<file path="src/rtl/cpu_ctrl_pkg.sv">
// Shared control definitions for the control-transfer sequencer.
// Contents: opcode/funct constants, datapath select encodings, and the
// sequencer state enum. There are no ports because this is a package.
package cpu_ctrl_pkg;

  localparam logic [5:0] OP_RTYPE = 6'h00;
  localparam logic [5:0] OP_J     = 6'h02;
  localparam logic [5:0] OP_JAL   = 6'h03;
  localparam logic [5:0] OP_BEQ   = 6'h04;
  localparam logic [5:0] OP_BNE   = 6'h05;
  localparam logic [5:0] FN_JR    = 6'h08;
  localparam logic [4:0] LINK_REG = 5'd31;

  localparam logic [1:0] PCSRC_ALU    = 2'b00;
  localparam logic [1:0] PCSRC_ALUOUT = 2'b01;
  localparam logic [1:0] PCSRC_JUMP   = 2'b10;

  localparam logic       SRCA_PC      = 1'b0;
  localparam logic       SRCA_REG     = 1'b1;
  localparam logic [1:0] SRCB_REG     = 2'b00;
  localparam logic [1:0] SRCB_BR_OFF  = 2'b11;

  localparam logic [2:0] ALU_ADD      = 3'b000;
  localparam logic [2:0] ALU_SUB      = 3'b001;
  localparam logic [2:0] ALU_PASS_A   = 3'b111;

  localparam logic [1:0] REGDST_LINK  = 2'b10;
  localparam logic [1:0] MEMTOREG_PC  = 2'b10;

  typedef enum logic [2:0] {
    ST_IDLE = 3'd0,
    ST_TGT  = 3'd1,
    ST_CMP  = 3'd2,
    ST_LINK = 3'd3,
    ST_JMP  = 3'd4,
    ST_JR   = 3'd5,
    ST_ERR  = 3'd6
  } state_t;

endpackage

</file>
<file path="src/rtl/bj_decode.sv">
// Instruction classifier for the control-transfer sequencer.
// Maps {opcode, funct} to the first state of the matching sequence.
// Ports:
//   opcode     in  6  instr[31:26]
//   funct      in  6  instr[5:0]
//   next_state out    first sequence state (ST_ERR for unsupported encodings)
module bj_decode
  import cpu_ctrl_pkg::*;
(
  input  logic [5:0] opcode,
  input  logic [5:0] funct,
  output state_t     next_state
);

  always_comb begin
    next_state = ST_ERR;
    case (opcode)
      OP_BEQ, OP_BNE: next_state = ST_TGT;
      OP_J:           next_state = ST_JMP;
      OP_JAL:         next_state = ST_LINK;
      OP_RTYPE:       next_state = (funct == FN_JR) ? ST_JR : ST_ERR;
      default:        next_state = ST_ERR;
    endcase
  end

endmodule

</file>
<file path="src/rtl/branch_jump_seq.sv">
// Multicycle sequencer for BEQ, BNE, J, JAL and JR. It is handed a decoded
// instruction by the main FSM and drives the PC-write controller and the
// datapath selects.
//
// state | meaning
// IDLE  | waiting for start, all outputs 0
// TGT   | branch target = PC + (signext(imm) << 2) into ALUOut
// CMP   | A - B compare; the downstream controller decides taken
// LINK  | write PC into LINK_REG (JAL)
// JMP   | PC <= jump target
// JR    | PC <= register A
// ERR   | unsupported opcode/funct, pulse illegal
//
// Ports:
//   clk, reset_n (synchronous, active-low)
//   start, opcode, funct                      request from the main FSM
//   busy, done, illegal                       handshake/status
//   pc_write, is_beq, is_bne, pc_source       to the PC-write controller
//   alu_src_a, alu_src_b, alu_op, aluout_write ALU controls
//   reg_write, reg_dst, mem_to_reg            link writeback
module branch_jump_seq
  import cpu_ctrl_pkg::*;
(
  input  logic       clk,
  input  logic       reset_n,
  input  logic       start,
  input  logic [5:0] opcode,
  input  logic [5:0] funct,
  output logic       busy,
  output logic       done,
  output logic       illegal,
  output logic       pc_write,
  output logic       is_beq,
  output logic       is_bne,
  output logic [1:0] pc_source,
  output logic       alu_src_a,
  output logic [1:0] alu_src_b,
  output logic [2:0] alu_op,
  output logic       aluout_write,
  output logic       reg_write,
  output logic [1:0] reg_dst,
  output logic [1:0] mem_to_reg
);

  state_t     state_q;
  state_t     state_d;
  state_t     decoded;
  logic [5:0] opcode_q;

  bj_decode u_decode (
    .opcode     (opcode),
    .funct      (funct),
    .next_state (decoded)
  );

  // Only the opcode is kept: funct matters solely for the JR/illegal split,
  // which is settled by the decoder at the start edge. The opcode is still
  // needed in CMP to choose between is_beq and is_bne.
  always_ff @(posedge clk) begin
    if (!reset_n) begin
      state_q  <= ST_IDLE;
      opcode_q <= '0;
    end else begin
      state_q <= state_d;
      if (state_q == ST_IDLE && start) begin
        opcode_q <= opcode;
      end
    end
  end

  always_comb begin
    state_d = state_q;
    case (state_q)
      ST_IDLE: if (start) state_d = decoded;
      ST_TGT:  state_d = ST_CMP;
      ST_LINK: state_d = ST_JMP;
      ST_CMP, ST_JMP, ST_JR, ST_ERR: state_d = ST_IDLE;
      default: state_d = ST_IDLE;
    endcase
  end

  // Moore decode: opcode_q is a register, so outputs depend on flops only.
  always_comb begin
    busy         = (state_q != ST_IDLE);
    done         = 1'b0;
    illegal      = 1'b0;
    pc_write     = 1'b0;
    is_beq       = 1'b0;
    is_bne       = 1'b0;
    pc_source    = PCSRC_ALU;
    alu_src_a    = SRCA_PC;
    alu_src_b    = SRCB_REG;
    alu_op       = ALU_ADD;
    aluout_write = 1'b0;
    reg_write    = 1'b0;
    reg_dst      = 2'b00;
    mem_to_reg   = 2'b00;
    case (state_q)
      ST_TGT: begin
        alu_src_a    = SRCA_PC;
        alu_src_b    = SRCB_BR_OFF;
        alu_op       = ALU_ADD;
        aluout_write = 1'b1;
      end
      ST_CMP: begin
        alu_src_a = SRCA_REG;
        alu_src_b = SRCB_REG;
        alu_op    = ALU_SUB;
        pc_source = PCSRC_ALUOUT;
        is_beq    = (opcode_q == OP_BEQ);
        is_bne    = (opcode_q == OP_BNE);
        done      = 1'b1;
      end
      ST_LINK: begin
        reg_write  = 1'b1;
        reg_dst    = REGDST_LINK;
        mem_to_reg = MEMTOREG_PC;
      end
      ST_JMP: begin
        pc_write  = 1'b1;
        pc_source = PCSRC_JUMP;
        done      = 1'b1;
      end
      ST_JR: begin
        alu_src_a = SRCA_REG;
        alu_op    = ALU_PASS_A;
        pc_source = PCSRC_ALU;
        pc_write  = 1'b1;
        done      = 1'b1;
      end
      ST_ERR: begin
        illegal = 1'b1;
        done    = 1'b1;
      end
      default: ;
    endcase
  end

endmodule

</file>
<file path="config.mk">
export PLATFORM = sky130hd
export DESIGN_NAME = branch_jump_seq
export DESIGN_NICKNAME = d
export VERILOG_FILES = /design/src/rtl/cpu_ctrl_pkg.sv /design/src/rtl/bj_decode.sv /design/src/rtl/branch_jump_seq.sv
export SDC_FILE = /design/constraint.sdc
export NUM_CORES = 1
export LEC_CHECK = 0
export BUFFER_PORTS_ARGS = -buffer_cell sky130_fd_sc_hd__buf_2
export CELL_PAD_IN_SITES_DETAIL_PLACEMENT = 0
export CELL_PAD_IN_SITES_GLOBAL_PLACEMENT = 1
export CORE_MARGIN = 8
export CORE_UTILIZATION = 31
export CTS_CLUSTER_SIZE = 16
export DETAILED_ROUTE_END_ITERATION = 6
export GPL_ROUTABILITY_DRIVEN = 0
export PLACE_DENSITY = 0.85
export SKIP_CTS_REPAIR_TIMING = 1
export SYNTH_ARGS = -nofsm -noshare
export SYNTH_HDL_FRONTEND = slang
export SYNTH_SLANG_ARGS = --single-unit
</file>
<file path="constraint.sdc">
create_clock -name clk -period 3.8 [get_ports clk]
set_clock_uncertainty 0.15 [all_clocks]
set_input_delay 0.38 -clock clk [delete_from_list [all_inputs] [get_ports clk]]
set_output_delay 0.38 -clock clk [all_outputs]
set_load 0.01 [all_outputs]
</file>
-- Yosys cells after proc, flatten, opt, wreduce, memory -nomap -nowiden
Cells that the tools add are included.
- bits in registers: 9
- input bits: 15
- output and inout port bits: 20
- equal/unequal tests: 14
- muxes and demuxes: 16
- reductions and logical operators: 8
- operators by type and width (kind ; count):
    $eq A6 B3 Y1 const B ; 4
    $eq A6 B2 Y1 const B ; 2
    $pmux W3 S4 ; 1
    $eq A3 B3 Y1 const B ; 3
    $pmux W3 S3 ; 1
    $mux W1 ; 8
    $eq A3 B2 Y1 const B ; 2
    $eq A6 B4 Y1 const B ; 1
    $logic_not A6 Y1 ; 1
    $mux W2 ; 3
    $pmux W3 S2 ; 1
    $reduce_or A2 Y1 ; 3
    $pmux W2 S2 ; 1
    $reduce_or A4 Y1 ; 1
    $eq A3 B1 Y1 const B ; 1
    $logic_not A3 Y1 ; 1
    $mux W3 ; 1
    $reduce_bool A3 Y1 ; 1
    $ne A2 B2 Y1 const B ; 1
    $logic_and A1 B1 Y1 ; 1

-- Depth between registers and ports, before layout
Gate-level depths: netlist (run 1).
- word-level depth: 5
- mapped depth: 5

-- Modules after synthesis
From an unflattened synthesis (run 1), not the netlist that was laid out.
- cells, all modules: 74
- area, all modules: 654.4 um^2
- by module, submodules not included (module ; instances ; cells an instance ; area an instance (um^2)):
    branch_jump_seq ; 1 ; 63 ; 539.3
    bj_decode ; 1 ; 11 ; 115.1

-- Least setup slack after synthesis (run 1)
OpenSTA, ideal clock, no wires.
- path type: flip-flop to output port
- start point: register opcode_q[1]
- end point: output port is_beq
- arrival time: 1.325 ns
- setup slack: 1.945 ns
- stages on the path, launching flop included: 3
- buffers on the path: 0
- cells stage by stage: dfxtp_1 > or4b_2 > nor4_1
- longest elaborated chain between the ends: 2
- ends and longest elaborated chain (what ; line ; text):
    start, declared ; branch_jump_seq.sv:48 ; logic [5:0] opcode_q;
    start signal, assigned ; branch_jump_seq.sv:66 ; opcode_q <= opcode;
    $eq A6 B3 Y1 ; branch_jump_seq.sv:110 ; is_beq = (opcode_q == OP_BEQ);
    $mux W1 ; branch_jump_seq.sv:98 ; case (state_q)
    end, declared ; branch_jump_seq.sv:33 ; output logic is_beq,
Every way passes these cells.

-- Worst setup path after layout (run 1)
- start point: register opcode_q[1]
- end point: output port is_bne
- longest elaborated chain between the ends: 2
- ends and longest elaborated chain (what ; line ; text):
    $eq A6 B3 Y1 ; branch_jump_seq.sv:111 ; is_bne = (opcode_q == OP_BNE);
    $mux W1 ; branch_jump_seq.sv:98 ;
    end, declared ; branch_jump_seq.sv:34 ; output logic is_bne,
Every way passes these cells.

==> impl_metrics.toml, run 1 <==
[power_and_ir_drop]
intPower_uw = 165
combPwrFrac = 0.218
irDropWorstVdd_mv = 0.230
p_leak_uw = 0.000378
p_clk_frac = 0.316
power.density_nw_per_um2 = 299
swShare = 0.274
p_seq_frac = 0.467
p_sw_uw = 62.4

[timing]
fin_hold_ws_ps = 261
drv_slew = 0
final_hold_viol_count = 0
setup_viol = 0
rsz0062_at_grt = "false"
tns_ps = 0
clock.fmax_ghz = 0.461
final.period_utilization = 0.570
layout_min_cycle_time_ps = 2170

[floorplanning]
initial_core_util = 0.321
ios = 35
die_x_um = 60.6
dieArea_um2 = 3670
die_h_um = 60.6
fp-row-count = 16
core-area_um2 = 1920

[global_routing]
antenna_found_initial = 0
grt_max_degree = 13
grt_pass1_wl_mm = 2.25
grtUsageTotal = 0.0819
first_global_vias = 527
gr-total-overflow = 0

[critical_path]
crit_chain = "or4b_2, nor4_1, buf_2"
reg2reg_to = "opcode_q[4]$_SDFFE_PN0P_"
r2r_start = "state_q[1]$_SDFFE_PN0P_"
rrSetupSlack_ps = 2330
cp-end-kind = "primary output"
slowest_delay_ps = 680
crit_type = "flip-flop to primary output"
rr_worst_depth = 4
start_kind = "flip-flop"
cp_top_family = "simple AND/OR/NAND/NOR gates"
worstPathArrival_ps = 1640
slowest_stage = "or4b_2"
cp_num_buf_inv = 1
worst-path-max-fanout = 2
worst_ep_required_time_ps = 3270

[drt]
drt-pass1-iter-count = 3
wl_per_cell_um = 11.8
viasPerCell = 4.38
drtIter0Drc = 5
drt_wl_total_mm = 1.46
routed-via-count = 539
detail-route-antenna-nets = 0
drc = 0

[yosys]
ys_seq_elements = 9
synth_warnings = 0
syn-cell-area_um2 = 617
synthTopCellsByArea = "dfxtp_1 29%, mux2i_1 11%, buf_4 9.7%"
postSynthAreaPerCell_um2 = 8.81
async_flop_share = 0
yosysTopAreaCellShare = 0.292
ys_dominant_reg_cell = "dfxtp_1"
yosysTopAreaCell = "dfxtp_1"
syn-instance-count = 70
synth_edf_count = 0
synth_cell_types = 28
ys_seq_area_frac = 0.292

[hold_path]
min_to = "opcode_q[3]$_SDFFE_PN0P_"
hold_class = "input port to flip-flop"
hp-start = "opcode[3]"
whs_path_depth = 3

[placed_design]
hpwlAfterDp_mm = 1.23
io_buffers = 32

[cts]
clock_path_buffers = 2
clock_sinks = 9
cts.htree.levels = 1
clkSlewWorstSetupHoldPaths_ps = 60
cts_root_buf = "clkbuf_4"
cts_buffers = 3
cts_tree = "yes"
clock_latency_ps = 260

[layout]
nets = 112
syn_to_final_growth_pct = 23.5
fillers = 216
drive_gt1_frac = 0.438
antenna_cells = 0

[run]
drv_cap = 0

[status]
status = "complete, no violations"
## layout make-up
class | count | area [µm²] | share of cell area
multi-input cells | 49 | 354 | 0.465
flip-flops and latches | 9 | 180 | 0.236
repair buffers | 32 | 160 | 0.210
well taps | 27 | 33.8 | 0.0443
clock buffers | 4 | 26.3 | 0.0345
inverters | 2 | 7.51 | 0.00985
## worst max-delay path by stage
stage	from	end	slack, ps	depth (start not counted)
2_1_floorplan	opcode_q[1]$_SDFFE_PN0P_	is_beq	1940	2
3_3_place_gp	opcode_q[1]$_SDFFE_PN0P_	is_bne	1960	3
3_5_place_dp	opcode_q[1]$_SDFFE_PN0P_	is_bne	1930	3
4_1_cts	opcode_q[1]$_SDFFE_PN0P_	is_bne	1630	3
5_1_grt	opcode_q[1]$_SDFFE_PN0P_	is_bne	1510	3
6_report	opcode_q[1]$_SDFFE_PN0P_	is_bne	1630	3
## power groups by stage
stage / registers [µW] / logic (µW) / clock network (µW)
floorplan: 105 / 37.0 / 0
global placement: 108 / 49.4 / 0
detailed placement: 108 / 50.6 / 0
CTS: 106 / 50.7 / 76.5
global route: 107 / 55.2 / 82.8
finish: 106 / 49.5 / 71.9
## cell usage in the layout, fill, tap and decap left out, types with 2 or more instances in the layout
master	count
a21oi_1	3
buf_2	32
clkbuf_4	3
conb_1	2
dfxtp_1	9
inv_1	2
mux2i_1	7
nand2_1	3
nand2b_1	2
nor2_1	5
nor2b_1	9
nor4_1	2
o21ai_0	2
## per-layer routing
layer  track usage  vias up  wire (µm)
met5             0        -          0
met4       0.00997        0          0
met3        0.0487        0        152
met2         0.148       20        720
met1        0.0806      237        582
li1              -      282          -
## cell usage after synthesis (2+ instances only)
cell type  n
buf_4      8
o21ai_0    2
nor2_1     5
nor4_1     2
nor2b_1    9
nand2_1    3
inv_1      2
clkbuf_1   2
dfxtp_1    9
mux2i_1    7
a21oi_1    3
nand2b_1   2
## worst register-to-register path: cells and delay by family, from the launching register on
kind | cells | cell delay (ps)
simple gates | 3 | 570
mux | 1 | 250
flops | 1 | 390
## cells by family after synthesis
kind of cell	Yosys count	share of synthesized area
compound gates	8	0.0811
flops	9	0.292
buf+inv	13	0.140
mux	7	0.114
simple gates	32	0.367
other cells	1	0.00608
## metrics by stage
stage | setup WS, ps | area [µm²] | cells | power (µW) | util
final | 1630 | 762 | 123 | 228 | 0.396
after global routing | 1510 | 762 | 123 | 245 | 0.396
after CTS | 1630 | 762 | 123 | 233 | 0.396
after detailed placement | 1930 | 736 | 119 | 159 | 0.383
after global placement | 1960 | 736 | 119 | 157 | 0.383
after floorplan | 1940 | 621 | 71 | 142 | -
## registers in the layout, summed over array words and instances (netlist names)
signal and cells:
state_q 3, opcode_q 6
(Power assumes the default switching activity.)
==> run 2, diff against run 1 <==
- CORE_UTILIZATION: 31 -> 26
- PLACE_DENSITY: 0.85 -> 0.77
- clock period: 3.8 -> 1.8 ns (I/O delays scaled with it)
==> impl_metrics.toml, run 2 (synthesis gave the netlist of run 1 again) <==
[status]
status = "complete, but fails checks"
failed_checks = "negative setup slack"

[critical_path]
rrSetupSlack_ps = 340
crit_type = "flip-flop to primary output"
cp_num_buf_inv = 1
cp-end-kind = "primary output"
rr_worst_depth = 4
worstPathArrival_ps = 1580
crit_start = "opcode_q[1]$_SDFFE_PN0P_"
slowest_stage = "or4b_4"
r2r_start = "state_q[1]$_SDFFE_PN0P_"
reg2reg_to = "opcode_q[1]$_SDFFE_PN0P_"
worst-path-max-fanout = 2
slowest_delay_ps = 560
start_kind = "flip-flop"
worst_ep_required_time_ps = 1470
cp_top_family = "simple AND/OR/NAND/NOR gates"
crit_chain = "or4b_4, nor4_4, buf_2"

[power_and_ir_drop]
p_seq_frac = 0.456
combPwrFrac = 0.219
swShare = 0.296
p_sw_uw = 148
power.density_nw_per_um2 = 631
p_leak_uw = 0.000382
p_clk_frac = 0.325
intPower_uw = 352
irDropWorstVdd_mv = 0.465

[drt]
routed-via-count = 564
viasPerCell = 4.55
drc = 0
drt_wl_total_mm = 1.56
wl_per_cell_um = 12.6
drt-pass1-iter-count = 4
detail-route-antenna-nets = 0
drtIter0Drc = 21

[floorplanning]
core-area_um2 = 2230
die_h_um = 64.7
initial_core_util = 0.276
die_x_um = 64.7
ios = 35
fp-row-count = 17
dieArea_um2 = 4190

[placed_design]
hpwlAfterDp_mm = 1.24
placed_cells = 120
io_buffers = 32

[timing]
fin_hold_ws_ps = 46.3
clock.fmax_ghz = 0.525
final.period_utilization = 1.06
layout_min_cycle_time_ps = 1910
drv_slew = 0
rsz0062_at_grt = "true"
final_hold_viol_count = 0
fin_ws_ps = -105
setup_viol = 1

[layout]
largest-register = "opcode_q"
antenna_cells = 0
syn_to_final_growth_pct = 28.4
reg.largest.list = "opcode_q: 6 flops, state_q: 3 flops"
layout_common_cells = "32 x buf_2, 9 x nor2b_1, 7 x mux2i_1, 6 x dfxtp_1, 5 x nor2_1"
nets = 112
instances_no_fill = 124
largest_reg_flops = 6
drive_gt1_frac = 0.490
final_common_cell = "buf_2"

[global_routing]
gr-total-overflow = 0
grt_pass1_wl_mm = 2.48
grt_max_degree = 13
grtUsageTotal = 0.0737
first_global_vias = 570
antenna_found_initial = 0

[cts]
clock_sinks = 9
cts.htree.levels = 1
cts_buffers = 3
clock_latency_ps = 270
cts_tree = "yes"
cts_root_buf = "clkbuf_4"
clkSlewWorstSetupHoldPaths_ps = 60
clock_path_buffers = 2

[hold_path]
whs_path_depth = 3
hold_class = "input port to flip-flop"
hp-start = "opcode[3]"
min_to = "opcode_q[3]$_SDFFE_PN0P_"

[run]
drv_cap = 0
run 2: worst max-delay path by stage:
stage                   to  slack, ps  depth (start not counted)
global route        is_beq       -170                          3
finish              is_beq       -110                          3
global placement    is_beq        160                          3
floorplan           is_beq        140                          2
detailed placement  is_beq        150                          3
CTS                 is_bne       -150                          3
run 2: final cells by class:
type / instances / area [µm²]
fillers: 242 / 1440
repair buffers: 32 / 160
inverters: 2 / 7.51
flip-flops and latches: 9 / 184
clock buffers: 4 / 26.3
well taps: 28 / 35.0
multi-input cells: 49 / 379
run 2: tightest hold or removal path: cells and delay by family:
| kind | cells | cell delay (ps) |
|---|---|---|
| buffers and inverters | 1 | 90 |
| multiplexers | 1 | 60 |
| AND/OR/NAND/NOR | 1 | 100 |
run 2: per-stage QoR:
step	setup TNS, ps	total power, µW	worst slack [ps]	utilization	area (µm²)
floorplan	0	299	145	-	621
detailed placement	0	336	148	0.330	737
global placement	0	333	159	0.330	737
global route	-200	534	-172	0.355	792
finish	-105	500	-105	0.355	792
CTS	-291	499	-146	0.342	763
run 2: layer usage:
layer | routed length (µm) | track usage | vias up
met3 | 160 | 0.0447 | 4
met2 | 668 | 0.114 | 22
li1 | - | - | 282
met5 | 0 | 0 | -
met4 | 21 | 0.0327 | 0
met1 | 708 | 0.0787 | 256
run 2: power groups by stage:
| stage | Sequential (µW) | Clock [µW] | Combinational [µW] |
|---|---|---|---|
| final | 228 | 162 | 110 |
| after global routing | 230 | 182 | 123 |
| after CTS | 225 | 167 | 107 |
| after detailed placement | 229 | 0 | 107 |
| after global placement | 228 | 0 | 105 |
| after floorplan | 221 | 0 | 78.1 |
==> run 3, diff against run 2 <==
- CORE_UTILIZATION: 26 -> 27
- PLACE_DENSITY: 0.77 -> 0.78
- SYNTH_HIERARCHICAL: not set -> 1
==> impl_metrics.toml, run 3 <==
[timing]
drv_slew = 0
maxSlewHeadroom = 0.612
clock.fmax_ghz = 0.566
fin_hold_ws_ps = 47.2
rsz0062_at_grt = "true"
final.period_utilization = 0.982
final_hold_viol_count = 0
worstMarginPinSlew_ps = 580
tns_ps = 0
layout_min_cycle_time_ps = 1770
setup_viol = 0

[drt]
routed-via-count = 612
drc = 0
drt-pass1-iter-count = 4
drt_wl_total_mm = 1.54
wl_per_cell_um = 11.7
drtIter0Drc = 26
detail-route-antenna-nets = 0
viasPerCell = 4.64

[critical_path]
slowest_stage = "or4b_4"
worst_ep_required_time_ps = 1470
cp_top_family = "simple AND/OR/NAND/NOR gates"
worstPathArrival_ps = 1440
cp_num_buf_inv = 1
slowest_delay_ps = 560
worst-path-max-fanout = 2
cp-end-kind = "primary output"
crit_chain = "or4b_4, nor4_4, buf_2"
crit_type = "flip-flop to primary output"
start_kind = "flip-flop"

[yosys]
synth_edf_count = 0
yosysMostFrequentCell = "nand2_1"
ys_dominant_reg_cell = "dfxtp_1"
synthTopCellsByArea = "dfxtp_1 28%, buf_4 10%, mux2i_1 9.2%"
yosysTopAreaCellShare = 0.275
ys_seq_elements = 9
syn-cell-area_um2 = 654
ys_seq_area_frac = 0.275
yosysTopAreaCell = "dfxtp_1"
synth_warnings = 6
synth_common_cells = "14 x nand2_1, 9 x buf_4, 9 x dfxtp_1"
async_flop_share = 0
synth_cell_types = 29
postSynthAreaPerCell_um2 = 8.84
syn-instance-count = 74

[floorplanning]
core-area_um2 = 2390
die_x_um = 65.2
dieArea_um2 = 4250
fp-row-count = 18
initial_core_util = 0.274
ios = 35
die_h_um = 65.2

[placed_design]
hpwlAfterDp_mm = 1.31
io_buffers = 32
placed_area_um2 = 798

[cts]
cts.htree.levels = 1
clock_path_buffers = 2
clock_sinks = 9
cts_root_buf = "clkbuf_4"
clock_latency_ps = 250
cts_buffers = 3
clkSlewWorstSetupHoldPaths_ps = 60
cts_tree = "yes"

[run]
drv_cap = 0

[layout]
syn_to_final_growth_pct = 30.4
final_area_um2 = 853
antenna_cells = 0
layout_common_cells = "32 x buf_2, 14 x nand2_1, 8 x dfxtp_1, 6 x mux2i_1"
largest_reg_flops = 6
final_common_cell = "buf_2"
reg.largest.list = "opcode_q: 6 flops, state_q: 3 flops"
fillers = 268
drive_gt1_frac = 0.480
largest-register = "opcode_q"
nets = 118

[global_routing]
grtUsageTotal = 0.0757
grt_pass1_wl_mm = 2.72
first_global_vias = 630
gr-total-overflow = 0
antenna_found_initial = 0
grt_max_degree = 16

[power_and_ir_drop]
total_power_uw = 527
power.density_nw_per_um2 = 617
p_leak_uw = 0.000429
irDropWorstVdd_mv = 0.360

[hold_path]
hold_class = "input port to flip-flop"

[status]
status = "complete, no violations"
-- run 3: cell types whose count changed after synthesis, sizes merged, moves of 2 or more --
cell	previous run	this run
nand2	3	14
nor2b	9	2
nand2b	3	0
nor2	5	2
nor4b	0	3
and2b	0	2
and3b	1	3
nor3	2	0
or4	0	2
-- run 3: layer usage --
metal,global-route usage,routed length (µm)
met5,0,0
met4,0.00817,0
met3,0.0374,177
met2,0.137,763
met1,0.0796,599
-- run 3: final timing paths --
path                                 start                  endpoint  slack [ps]  cells past startpoint
setup reg to reg   state_q[2]$_SDFFE_PN0P_  opcode_q[5]$_SDFFE_PN0P_         290                      3
setup / recovery  opcode_q[3]$_SDFFE_PN0P_                    is_beq          30                      3
hold reg to reg   opcode_q[2]$_SDFFE_PN0P_  opcode_q[2]$_SDFFE_PN0P_         300                      2
hold / removal                   opcode[3]  opcode_q[3]$_SDFFE_PN0P_          50                      3
-- run 3: cell type report --
type	count	area (µm²)	share of cell area
Timing Repair Buffer	35	183	0.214
Tap cell	30	37.5	0.0440
Inverter	3	11.3	0.0132
Sequential cell	9	184	0.216
Multi-Input combinational cell	51	412	0.482
Clock buffer	4	26.3	0.0308
-- run 3: stage by stage --
step | instances | util | setup WS [ps]
finish | 132 | 0.357 | 33.2
global route | 132 | 0.357 | -49.5
CTS | 132 | 0.345 | -205
detailed placement | 128 | 0.334 | 84.2
global placement | 128 | 0.334 | 112
floorplan | 75 | - | 144
-- run 3: tightest hold or removal path, delay by kind of cell --
family        cells  cell delay (ps)
simple gates      1               50
mux               1               50
buf+inv           1              110
-- run 3: where the power goes --
| group | internal (µW) | switching (µW) |
|---|---|---|
| Combinational | 71.5 | 77.9 |
| Clock | 85.1 | 65.8 |
| Sequential | 215 | 12.0 |
-- run 3: cell families after synthesis --
family          after synthesis  share of synthesized area
simple gates                 36                      0.402
flops                         9                      0.275
compound gates                7                     0.0860
other cells                   1                    0.00573
mux                           6                     0.0918
buf+inv                      15                      0.140
